$ cat src/rtl/a5_keystream_sequencer.sv
// rtl/a5_keystream_sequencer.sv - A5/1 key/frame load, mixing and majority-clocked keystream control
module a5_keystream_sequencer #(
    parameter int KEY_BITS   = 64,
    parameter int FRAME_BITS = 22,
    parameter int MIX_CYCLES = 100,
    parameter int KS_BITS    = 228
) (
    input  logic                  clk,
    input  logic                  reset_n,
    input  logic                  start,
    input  logic                  abort,
    input  logic [KEY_BITS-1:0]   key_i,
    input  logic [FRAME_BITS-1:0] frame_i,
    output logic                  busy,
    output logic                  done,
    output logic                  lfsr_load,
    output logic [2:0]            lfsr_clk_en,
    output logic                  lfsr_d,
    input  logic [2:0]            lfsr_q,
    input  logic [2:0]            lfsr_clk_bit,
    output logic                  ks_bit,
    output logic                  ks_valid,
    input  logic                  ks_ready
);

    localparam int MAX_A   = (KEY_BITS > FRAME_BITS) ? KEY_BITS : FRAME_BITS;
    localparam int MAX_B   = (MIX_CYCLES + 1 > KS_BITS) ? MIX_CYCLES + 1 : KS_BITS;
    localparam int MAX_LEN = (MAX_A > MAX_B) ? MAX_A : MAX_B;
    localparam int CNT_W   = $clog2(MAX_LEN) + 1;

    localparam logic [CNT_W-1:0] KEY_LAST   = CNT_W'(KEY_BITS - 1);
    localparam logic [CNT_W-1:0] FRAME_LAST = CNT_W'(FRAME_BITS - 1);
    localparam logic [CNT_W-1:0] MIX_LAST   = CNT_W'(MIX_CYCLES);
    localparam logic [CNT_W-1:0] KS_LAST    = CNT_W'(KS_BITS - 1);

    typedef enum logic [2:0] {
        S_IDLE,
        S_LOAD,
        S_KEY,
        S_FRAME,
        S_MIX,
        S_STREAM
    } state_t;

    state_t                  state_q, state_d;
    logic [CNT_W-1:0]        cnt_q, cnt_d;
    logic [KEY_BITS-1:0]     key_sh_q, key_sh_d;
    logic [FRAME_BITS-1:0]   frame_sh_q, frame_sh_d;
    logic                    busy_q, ks_valid_q, load_q;
    logic                    maj;
    logic [2:0]              maj_en;

    // Registers whose clock bit agrees with the majority step; at least two always do.
    assign maj    = (lfsr_clk_bit[0] & lfsr_clk_bit[1]) |
                    (lfsr_clk_bit[0] & lfsr_clk_bit[2]) |
                    (lfsr_clk_bit[1] & lfsr_clk_bit[2]);
    assign maj_en = ~(lfsr_clk_bit ^ {3{maj}});

    always_comb begin
        state_d    = state_q;
        cnt_d      = cnt_q;
        key_sh_d   = key_sh_q;
        frame_sh_d = frame_sh_q;
        if (abort) begin
            state_d = S_IDLE;
            cnt_d   = '0;
        end else begin
            case (state_q)
                S_IDLE: begin
                    if (start) begin
                        state_d    = S_LOAD;
                        cnt_d      = '0;
                        key_sh_d   = key_i;
                        frame_sh_d = frame_i;
                    end
                end
                S_LOAD: begin
                    state_d = S_KEY;
                    cnt_d   = '0;
                end
                S_KEY: begin
                    key_sh_d = key_sh_q >> 1;
                    if (cnt_q == KEY_LAST) begin
                        state_d = S_FRAME;
                        cnt_d   = '0;
                    end else begin
                        cnt_d = cnt_q + CNT_W'(1);
                    end
                end
                S_FRAME: begin
                    frame_sh_d = frame_sh_q >> 1;
                    if (cnt_q == FRAME_LAST) begin
                        state_d = S_MIX;
                        cnt_d   = '0;
                    end else begin
                        cnt_d = cnt_q + CNT_W'(1);
                    end
                end
                S_MIX: begin
                    if (cnt_q == MIX_LAST) begin
                        state_d = S_STREAM;
                        cnt_d   = '0;
                    end else begin
                        cnt_d = cnt_q + CNT_W'(1);
                    end
                end
                S_STREAM: begin
                    if (ks_ready) begin
                        if (cnt_q == KS_LAST) begin
                            state_d = S_IDLE;
                            cnt_d   = '0;
                        end else begin
                            cnt_d = cnt_q + CNT_W'(1);
                        end
                    end
                end
                default: begin
                    state_d = S_IDLE;
                    cnt_d   = '0;
                end
            endcase
        end
    end

    always_ff @(posedge clk or negedge reset_n) begin
        if (!reset_n) begin
            state_q    <= S_IDLE;
            cnt_q      <= '0;
            key_sh_q   <= '0;
            frame_sh_q <= '0;
            busy_q     <= 1'b0;
            ks_valid_q <= 1'b0;
            load_q     <= 1'b0;
        end else begin
            state_q    <= state_d;
            cnt_q      <= cnt_d;
            key_sh_q   <= key_sh_d;
            frame_sh_q <= frame_sh_d;
            busy_q     <= (state_d != S_IDLE);
            ks_valid_q <= (state_d == S_STREAM);
            load_q     <= (state_d == S_LOAD);
        end
    end

    // Shadow registers shift right, so bit 0 always holds the next bit to feed.
    always_comb begin
        lfsr_clk_en = 3'b000;
        lfsr_d      = 1'b0;
        if (!abort) begin
            case (state_q)
                S_KEY: begin
                    lfsr_clk_en = 3'b111;
                    lfsr_d      = key_sh_q[0];
                end
                S_FRAME: begin
                    lfsr_clk_en = 3'b111;
                    lfsr_d      = frame_sh_q[0];
                end
                S_MIX: lfsr_clk_en = maj_en;
                S_STREAM: begin
                    if (ks_ready && (cnt_q != KS_LAST)) begin
                        lfsr_clk_en = maj_en;
                    end
                end
                default: lfsr_clk_en = 3'b000;
            endcase
        end
    end

    assign done      = (state_q == S_STREAM) && ks_ready && (cnt_q == KS_LAST) && !abort;
    assign busy      = busy_q;
    assign ks_valid  = ks_valid_q;
    assign lfsr_load = load_q;
    assign ks_bit    = ^lfsr_q;

endmodule

$ cat config.mk
export PLATFORM = sky130hd
export DESIGN_NAME = a5_keystream_sequencer
export DESIGN_NICKNAME = d
export VERILOG_FILES = /design/src/rtl/a5_keystream_sequencer.sv
export SDC_FILE = /design/constraint.sdc
export NUM_CORES = 1
export LEC_CHECK = 0
export ABC_AREA = 0
export BUFFER_PORTS_ARGS = -buffer_cell sky130_fd_sc_hd__buf_2
export CAP_MARGIN = 0
export CORE_AREA = 2 2 99 101
export DETAILED_ROUTE_END_ITERATION = 10
export DIE_AREA = 0 0 101 103
export GPL_TIMING_DRIVEN = 0
export MAX_ROUTING_LAYER = met4
export PLACE_DENSITY = 0.88
export SLEW_MARGIN = 10
export SYNTH_ARGS = -nofsm -noshare
export SYNTH_HDL_FRONTEND = slang
export SYNTH_SLANG_ARGS = --single-unit
$ cat constraint.sdc
create_clock -name clk -period 6.5 [get_ports clk]
set_input_delay 1.3 -clock clk [delete_from_list [all_inputs] [get_ports clk]]
set_output_delay 1.3 -clock clk [all_outputs]
set_load 0.02 [all_outputs]
# Word-level counts from Yosys, hierarchy flattened
# Cells that the tools add are included.
[word_totals]
ff_bits = 101
out_inout_bits = 9
[op_classes]
n_bitwise = 8
add_sub_neg = 1
n_eq_ne = 15
muxes = 25
n_reduce_logical = 14
[op_table]
columns = ["op", "n"]
rows = [
  ["one-hot mux 64 bit (2 select lines)", 1],
  ["two-way mux 64 bit", 1],
  ["two-way mux 9 bit", 7],
  ["one-hot mux 9 bit (5 select lines)", 1],
  ["one-hot mux 22 bit (2 select lines)", 1],
  ["two-way mux 3 bit", 9],
  ["two-way mux 22 bit", 1],
  ["one-hot mux 3 bit (6 select lines)", 1],
  ["adder 9 x 1 -> 9 bit, second input constant", 1],
  ["equality test 3 bit, second input constant", 3],
  ["equality test 9 x 5 -> 1 bit, second input constant", 1],
  ["equality test 9 x 6 -> 1 bit, second input constant", 1],
  ["equality test 9 x 7 -> 1 bit, second input constant", 1],
  ["equality test 9 x 8 -> 1 bit, second input constant", 1],
  ["inequality test 9 x 8 -> 1 bit, second input constant", 1],
  ["one-hot mux 3 bit (3 select lines)", 1],
  ["equality test 3 x 1 -> 1 bit, second input constant", 2],
  ["equality test 3 x 2 -> 1 bit, second input constant", 2],
  ["inequality test 3 bit, second input constant", 2],
  ["AND reduction 3 bit", 2],
  ["logical AND 1 bit", 4],
  ["nonzero test 2 bit", 2],
  ["AND 1 bit", 3],
  ["logical NOT 3 bit", 1],
  ["12 further kinds", 13],
]

# Longest topological paths before layout
# Gate-level depths: netlist (run 1).
[depth]
depth_word = 8
ltp_mapped = 7
mapped_depth_nobuf = 7

# Worst setup path after synthesis (run 1)
# No wires, ideal clock.
[synth_timing]
path_kind = "in2out"
startpoint = "in abort"
endpoint = "out lfsr_clk_en[0]"
t_arrival_ns = 2.023
path_stages = 3
t_required_ns = 5.200
path_slack_ns = 3.177
path_buffers = 1
path_cell_list = "clkbuf_1 -> a21o_1 -> a21oi_1"
[synth_between]
elab_chain_cells = 1
[synth_lines]
columns = ["element", "line_no", "text"]
rows = [
  ["start, declared", "11", "input logic abort,"],
  ["two-way mux 3 bit", "149", "if (!abort) begin"],
  ["end, declared", "17", "output logic [2:0] lfsr_clk_en,"],
]
# Every way passes these cells.

# Worst setup path in the final report (run 1)
[layout_timing]
startpoint = "reg state_q[0]"
endpoint = "out lfsr_d"
[layout_between]
elab_chain_cells = 3
elab_cells_between_ends = 4
cone_classes = "eq/ne: 2; mux: 2"
[layout_lines]
columns = ["element", "line_no", "text"]
rows = [
  ["start, declared", "45", "state_t state_q, state_d;"],
  ["start signal, assigned", "135", "state_q <= state_d;"],
  ["equality test 3 x 2 -> 1 bit", "150", "case (state_q)"],
  ["one-hot mux 1 bit (2 select lines) *", "150", ""],
  ["two-way mux 1 bit *", "149", ""],
  ["end, declared", "18", "output logic lfsr_d,"],
]
# Every way passes the cells marked *; elsewhere a longest branch is shown, timed or not.

==> impl_metrics.json, run 1 <==
{
  "relSlewSlack_pct": 47.6,
  "insertedDiodeCount": 0,
  "area_growth_pct": 17.9,
  "maxCapViolCount": 0,
  "start_util_pct": 52.9,
  "insertion_delay_ns": 0.35,
  "worstHoldPathType": "reg -> reg",
  "core-area_sq_um": 9460,
  "syn-mean-instance-area_sq_um": 9.95,
  "setup_violations": 0,
  "layout_setup_ws_ns": 2.74,
  "grt_usage_pct": 22.7,
  "synth-seq-cells": 101,
  "grt_max_degree": 62,
  "path_class": "reg -> out",
  "critPathMaxFanout": 10,
  "crit_path_frequent_cell": "buf_2",
  "stdcell_count": 736,
  "place_hpwl_mm": 8.20,
  "routedWlPerCell_um": 15.2,
  "drtAntennaViolNets": 0,
  "startpoint": "state_q[0]",
  "rsz0062_at_grt": "false",
  "gp_congestion": 0.864,
  "chipHeight_um": 103,
  "final_util_pct": 62.4,
  "critPathSlowestCell": "dfrtp_1",
  "hp-start": "key_sh_q[2]",
  "worst_pin_slew_ns": 0.781,
  "grt_pass1_wl_mm": 18.4,
  "routed_wl_mm": 11.2,
  "max-clock-path-buffers": 2,
  "final_nets": 719,
  "io-pin-count": 106,
  "drtIter0Drc": 120,
  "timing.fmax_ghz": 0.266,
  "syn-num-nets": 603,
  "holdPathEnd": "key_sh_q[2]",
  "drc": 0,
  "placed_cells": 722,
  "grt_pass1_vias": 4012,
  "hold_buffers": 0,
  "clock_skew_ns": 0.0152,
  "fin_setup_tns_ns": 0,
  "async_flop_share_pct": 100,
  "arrival_ns": 2.46,
  "seq_area_frac_synth_pct": 50.5,
  "synth-edff-count": 0,
  "cts_root_buf": "clkbuf_8",
  "cts_resized": 0,
  "syn-cell-area_sq_um": 5000,
  "antenna_found_initial": 0,
  "grt_overflow": 0,
  "reg2regPathDepth": 7,
  "max-vdd-ir-drop_mv": 0.149,
  "die_w_um": 101,
  "cts_tree": "done",
  "avgViaCountPerCell": 5.58,
  "power_density_nw_per_um2": 255,
  "reg2reg_to": "key_sh_q[3]",
  "cp_cell_sequence": "clkbuf_1 > nor3b_1 > buf_2 > buf_2 > a22oi_1 > nor2_1 > buf_2",
  "timing.final.crit_share_pct": 57.9,
  "fp-row-count": 36,
  "cts-htree-levels": 3,
  "multi_input_area_sq_um": 2310,
  "synth_top_flop_cell": "dfrtp_1",
  "period_minus_slack_ns": 3.76,
  "final-seq-area_sq_um": 2530,
  "drive_gt1_share_pct": 21.4,
  "num-fill-cells": 800,
  "post_cts_buffers": 0,
  "dieArea_sq_um": 10400,
  "hold_viol_final": 0,
  "synth_warnings": 0,
  "cts_buffers": 9,
  "p_leak_nw": 2.83,
  "ff2ff_setup_slack_ns": 4.06,
  "pre_cts_ws_ns": 3.00,
  "endpoint_kind": "output pin",
  "vias": 4105,
  "ys_types": 49,
  "cp_data_required_time_ns": 5.20,
  "status": "completed",
  "timing.final.max_slew_violations": 0,
  "syn-instance-count": 503,
  "reg2reg_from": "state_q[0]",
  "dr.pass1.iters": 4,
  "start_kind": "flop",
  "hold-path-cell-count": 2,
  "clock-sinks": 101,
  "clkTransAtPathRegs_ns": 0.09,
  "critical_path.max_stage_delay_ns": 0.41,
  "fin_hold_ws_ns": 0.491,
  "portBuffers": 104
}
critical path, delay by kind of cell (launching register included):
kind                   cells  cell delay (ns)
buffers and inverters      4             1.06
AOI/OAI and AO/OA          1             0.11
and+or+nand+nor            2             0.54
DFF                        1             0.41
state kept, by name (all words and copies together) (netlist names):
register	count
busy	1
cnt_q	9
frame_sh_q	22
key_sh_q	64
ks_valid	1
lfsr_load	1
state_q	3
cells in the final DEF (no fill, tap or decap), types with 4 or more instances in the layout:
| cell type | n |
|---|---|
| buf_2 | 112 |
| dfrtp_1 | 101 |
| nand2_1 | 97 |
| o21ai_0 | 90 |
| mux2i_1 | 84 |
| clkbuf_1 | 21 |
| a21oi_1 | 11 |
| clkbuf_8 | 9 |
| nor2_1 | 7 |
| inv_1 | 6 |
| nand3_1 | 6 |
| nand2b_1 | 5 |
| or3_1 | 5 |
| nor3_1 | 4 |
power breakdown:
group	internal, W	leakage [nW]	total (W)	switching, W
registers	0.000747	1.28	0.000813	0.0000660
clock network	0.000215	0.102	0.000430	0.000215
logic	0.000113	1.46	0.000260	0.000146
total	0.00108	2.83	0.00150	0.000427
cells by family after synthesis:
family / share of synthesized area (%)
AOI/OAI and AO/OA: 15.1
xor gates and xnor gates: 0.350
adders and majority gates: 0.750
buffers and inverters: 3.30
DFF: 50.5
muxes: 16.8
and+or+nand+nor: 13.2
metal layers:
metal,global-route usage [%],vias up,wire (um)
met2,38.1,112,5590
met1,28.8,1967,4970
met5,-,-,0
met3,2.92,22,405
met4,7.59,0,253
li1,-,2004,-
how the worst max path moves through the flow:
| stage | slack, ns | cells after the start | end |
|---|---|---|---|
| finish | 2.74 | 7 | lfsr_d |
| global route | 2.53 | 7 | lfsr_d |
| CTS | 2.72 | 7 | lfsr_d |
| detailed placement | 3.00 | 6 | lfsr_clk_en[0] |
| global placement | 3.06 | 6 | lfsr_clk_en[0] |
| floorplan | 3.18 | 3 | lfsr_clk_en[0] |
layout make-up:
cell class	count	area share, %
sequential	101	42.9
multi-input combinational	363	39.2
timing repair buffer	105	9.21
buffer	33	2.42
tap	114	2.42
clock buffer	9	2.10
clock inverter	5	1.44
inverter	6	0.382
Yosys cell counts (2+ instances only):
cell	number	area (sq um)
or3_1	5	31.3
nand3_1	6	30.0
o211ai_1	3	22.5
buf_1	2	7.51
dfrtp_1	101	2530
inv_1	6	22.5
ha_1	3	37.5
clkbuf_1	21	78.8
o2bb2ai_1	2	17.5
o21ai_0	90	450
o21bai_1	2	15.0
a31oi_1	3	18.8
nor2_1	7	26.3
nor3b_1	2	15.0
nand2_1	97	364
xnor2_1	2	17.5
a21o_1	3	22.5
nand2b_1	5	31.3
mux2i_1	84	841
nor4_1	2	12.5
o21ai_1	3	15.0
or4b_1	2	20.0
a21oi_1	11	55.1
o21a_1	2	15.0
o31ai_1	2	15.0
nor3_1	4	20.0
buf_2	9	45.0
nand3b_1	3	22.5
through the flow:
step | area, sq um | total power (W)
after global routing | 5900 | 0.00159
final | 5900 | 0.00150
after CTS | 5900 | 0.00152
after global placement | 5670 | 0.00106
after floorplan | 5000 | 0.000978
after detailed placement | 5690 | 0.00109
Power figures use the tool's default switching activity.
==> run 2, diff against run 1 <==
--- a/config.mk
+++ b/config.mk
@@ -8,12 +8,12 @@
 export ABC_AREA = 0
 export BUFFER_PORTS_ARGS = -buffer_cell sky130_fd_sc_hd__buf_2
 export CAP_MARGIN = 0
-export CORE_AREA = 2 2 99 101
+export CORE_AREA = 2 2 105 107
 export DETAILED_ROUTE_END_ITERATION = 10
-export DIE_AREA = 0 0 101 103
+export DIE_AREA = 0 0 107 109
 export GPL_TIMING_DRIVEN = 0
 export MAX_ROUTING_LAYER = met4
-export PLACE_DENSITY = 0.88
+export PLACE_DENSITY = 0.83
 export SLEW_MARGIN = 10
 export SYNTH_ARGS = -nofsm -noshare
 export SYNTH_HDL_FRONTEND = slang
==> constraint.sdc (replaced) <==
create_clock -name clk -period 3.4 [get_ports clk]
set_input_delay 0.68 -clock clk [delete_from_list [all_inputs] [get_ports clk]]
set_output_delay 0.68 -clock clk [all_outputs]
set_load 0.02 [all_outputs]
==> run 2 against run 1 <==
Against the previous run: clock power increased by 79%; sequential share of layout area decreased by 0.20 points; clock-buffer cell count rose by 1; sequential power is 92% higher; combinational power grew 90%; design area up 0.47%; via count hardly changed; largest cell class unchanged; highest routed layer unchanged.
==> impl_metrics.json, run 2 (same netlist as run 1, synthesis figures left out) <==
{
  "status": "completed",
  "dr.pass1.iters": 4,
  "start_kind": "flop",
  "crit_path_frequent_cell": "buf_2",
  "wl_met3_um": 533,
  "antenna_found_initial": 0,
  "timing.fmax_ghz": 0.316,
  "core-area_sq_um": 10600,
  "grt_pass1_vias": 4201,
  "top_regs": "key_sh_q x64, frame_sh_q x22, cnt_q x9",
  "place_hpwl_mm": 8.22,
  "drtAntennaViolNets": 0,
  "layout_commonest_cell": "buf_2",
  "clock_skew_ns": 0.0143,
  "cts_root_buf": "clkbuf_8",
  "insertion_delay_ns": 0.36,
  "worst_pin_slew_ns": 0.701,
  "hold_viol_final": 0,
  "die_w_um": 107,
  "path_class": "reg -> out",
  "area_growth_pct": 18.4,
  "maxCapViolCount": 0,
  "routed_wl_mm": 11.2,
  "p_leak_nw": 2.84,
  "total_power_w": 0.00282,
  "dr_wl_met2_mm": 5.44,
  "power_density_nw_per_um2": 476,
  "vias": 4101,
  "post_cts_buffers": 0,
  "setup_violations": 0,
  "timing.final.max_slew_violations": 0,
  "gp_congestion": 0.864,
  "cts_resized": 0,
  "grt_usage_pct": 21.0,
  "clock-sinks": 101,
  "arrival_ns": 2.49,
  "final_nets": 719,
  "worstHoldPathType": "in -> async",
  "fp-row-count": 38,
  "drc": 0,
  "drtIter0Drc": 241,
  "fin_setup_tns_ns": 0,
  "critPathMaxFanout": 10,
  "relSlewSlack_pct": 53.0,
  "drive_gt1_share_pct": 21.5,
  "cp_data_required_time_ns": 2.72,
  "grt_pass1_wl_mm": 19.3,
  "grt_overflow": 0,
  "routedWlPerCell_um": 14.7,
  "cp_cell_sequence": "clkbuf_1 > nor3b_1 > buf_2 > buf_2 > a22oi_1 > nor2_1 > buf_2",
  "max-clock-path-buffers": 2,
  "rsz0062_at_grt": "false",
  "critPathSlowestCell": "dfrtp_1",
  "critical_path.max_stage_delay_ns": 0.41,
  "period_minus_slack_ns": 3.17,
  "mostFrequentLayoutCells": "112 x buf_2, 101 x dfrtp_1, 97 x nand2_1, 90 x o21ai_0, 84 x mux2i_1",
  "clkTransAtPathRegs_ns": 0.10,
  "portBuffers": 104,
  "grt_max_degree": 65,
  "cts-htree-levels": 3,
  "hold_buffers": 0,
  "io-pin-count": 106,
  "wl_met1_mm": 5.10,
  "cts_tree": "done",
  "chipHeight_um": 109,
  "largest_reg_flops": 64,
  "max-vdd-ir-drop_mv": 0.244,
  "regMostFlops": "key_sh_q",
  "insertedDiodeCount": 0,
  "ff2ff_setup_slack_ns": 1.01,
  "num-fill-cells": 956,
  "start_util_pct": 47.2,
  "avgViaCountPerCell": 5.37,
  "cts_buffers": 9,
  "routed.top_layer": "met4",
  "timing.final.crit_share_pct": 93.2,
  "dieArea_sq_um": 11700,
  "endpoint_kind": "output pin"
}
-- run 2: worst paths after layout --
path,cells after the start,startpoint,end
max,7,state_q[0],lfsr_d
min,1,reset_n,key_sh_q[40]
max reg2reg,7,state_q[0],key_sh_q[27]
min reg2reg,2,frame_sh_q[1],frame_sh_q[1]
max in group asynchronous,2,reset_n,frame_sh_q[6]
min in group clk,2,frame_sh_q[1],frame_sh_q[1]
-- run 2: where the power goes --
| group | internal, W | switching (W) |
|---|---|---|
| Clock | 0.000349 | 0.000422 |
| Combinational | 0.000217 | 0.000276 |
| Sequential | 0.00143 | 0.000127 |
-- run 2: cell type report --
type | count | area (sq um) | share of cell area (%)
inverters | 6 | 22.5 | 0.380
well taps | 140 | 175 | 2.96
multi-input cells | 363 | 2310 | 39.0
plain buffers | 33 | 143 | 2.41
clock buffers | 10 | 128 | 2.15
clock inverters | 6 | 68.8 | 1.16
repair buffers | 105 | 551 | 9.29
flip-flops and latches | 101 | 2530 | 42.7
-- run 2: stage by stage --
stage	setup WS [ns]	utilization (%)	instances	hold slack [ns]	instance area, sq um
floorplan	0.938	-	503	0.384	5000
global placement	0.634	53.8	747	0.461	5700
detailed placement	0.603	54.0	748	0.471	5730
CTS	0.176	55.9	764	0.278	5930
global route	0.0192	55.9	764	0.291	5930
finish	0.233	55.9	764	0.272	5930
-- run 2: layer usage --
layer  vias up  global-route usage [%]
met5         -                       -
met4         0                    6.77
met3        15                    4.12
met2        99                    34.0
met1      1990                    26.9
li1       1997                       -
-- run 2: critical path: cells and delay by family (launching register included) --
| family | cells | cell delay [ns] |
|---|---|---|
| and+or+nand+nor | 2 | 0.53 |
| AOI/OAI and AO/OA | 1 | 0.11 |
| DFF | 1 | 0.41 |
| buffers and inverters | 4 | 1.08 |
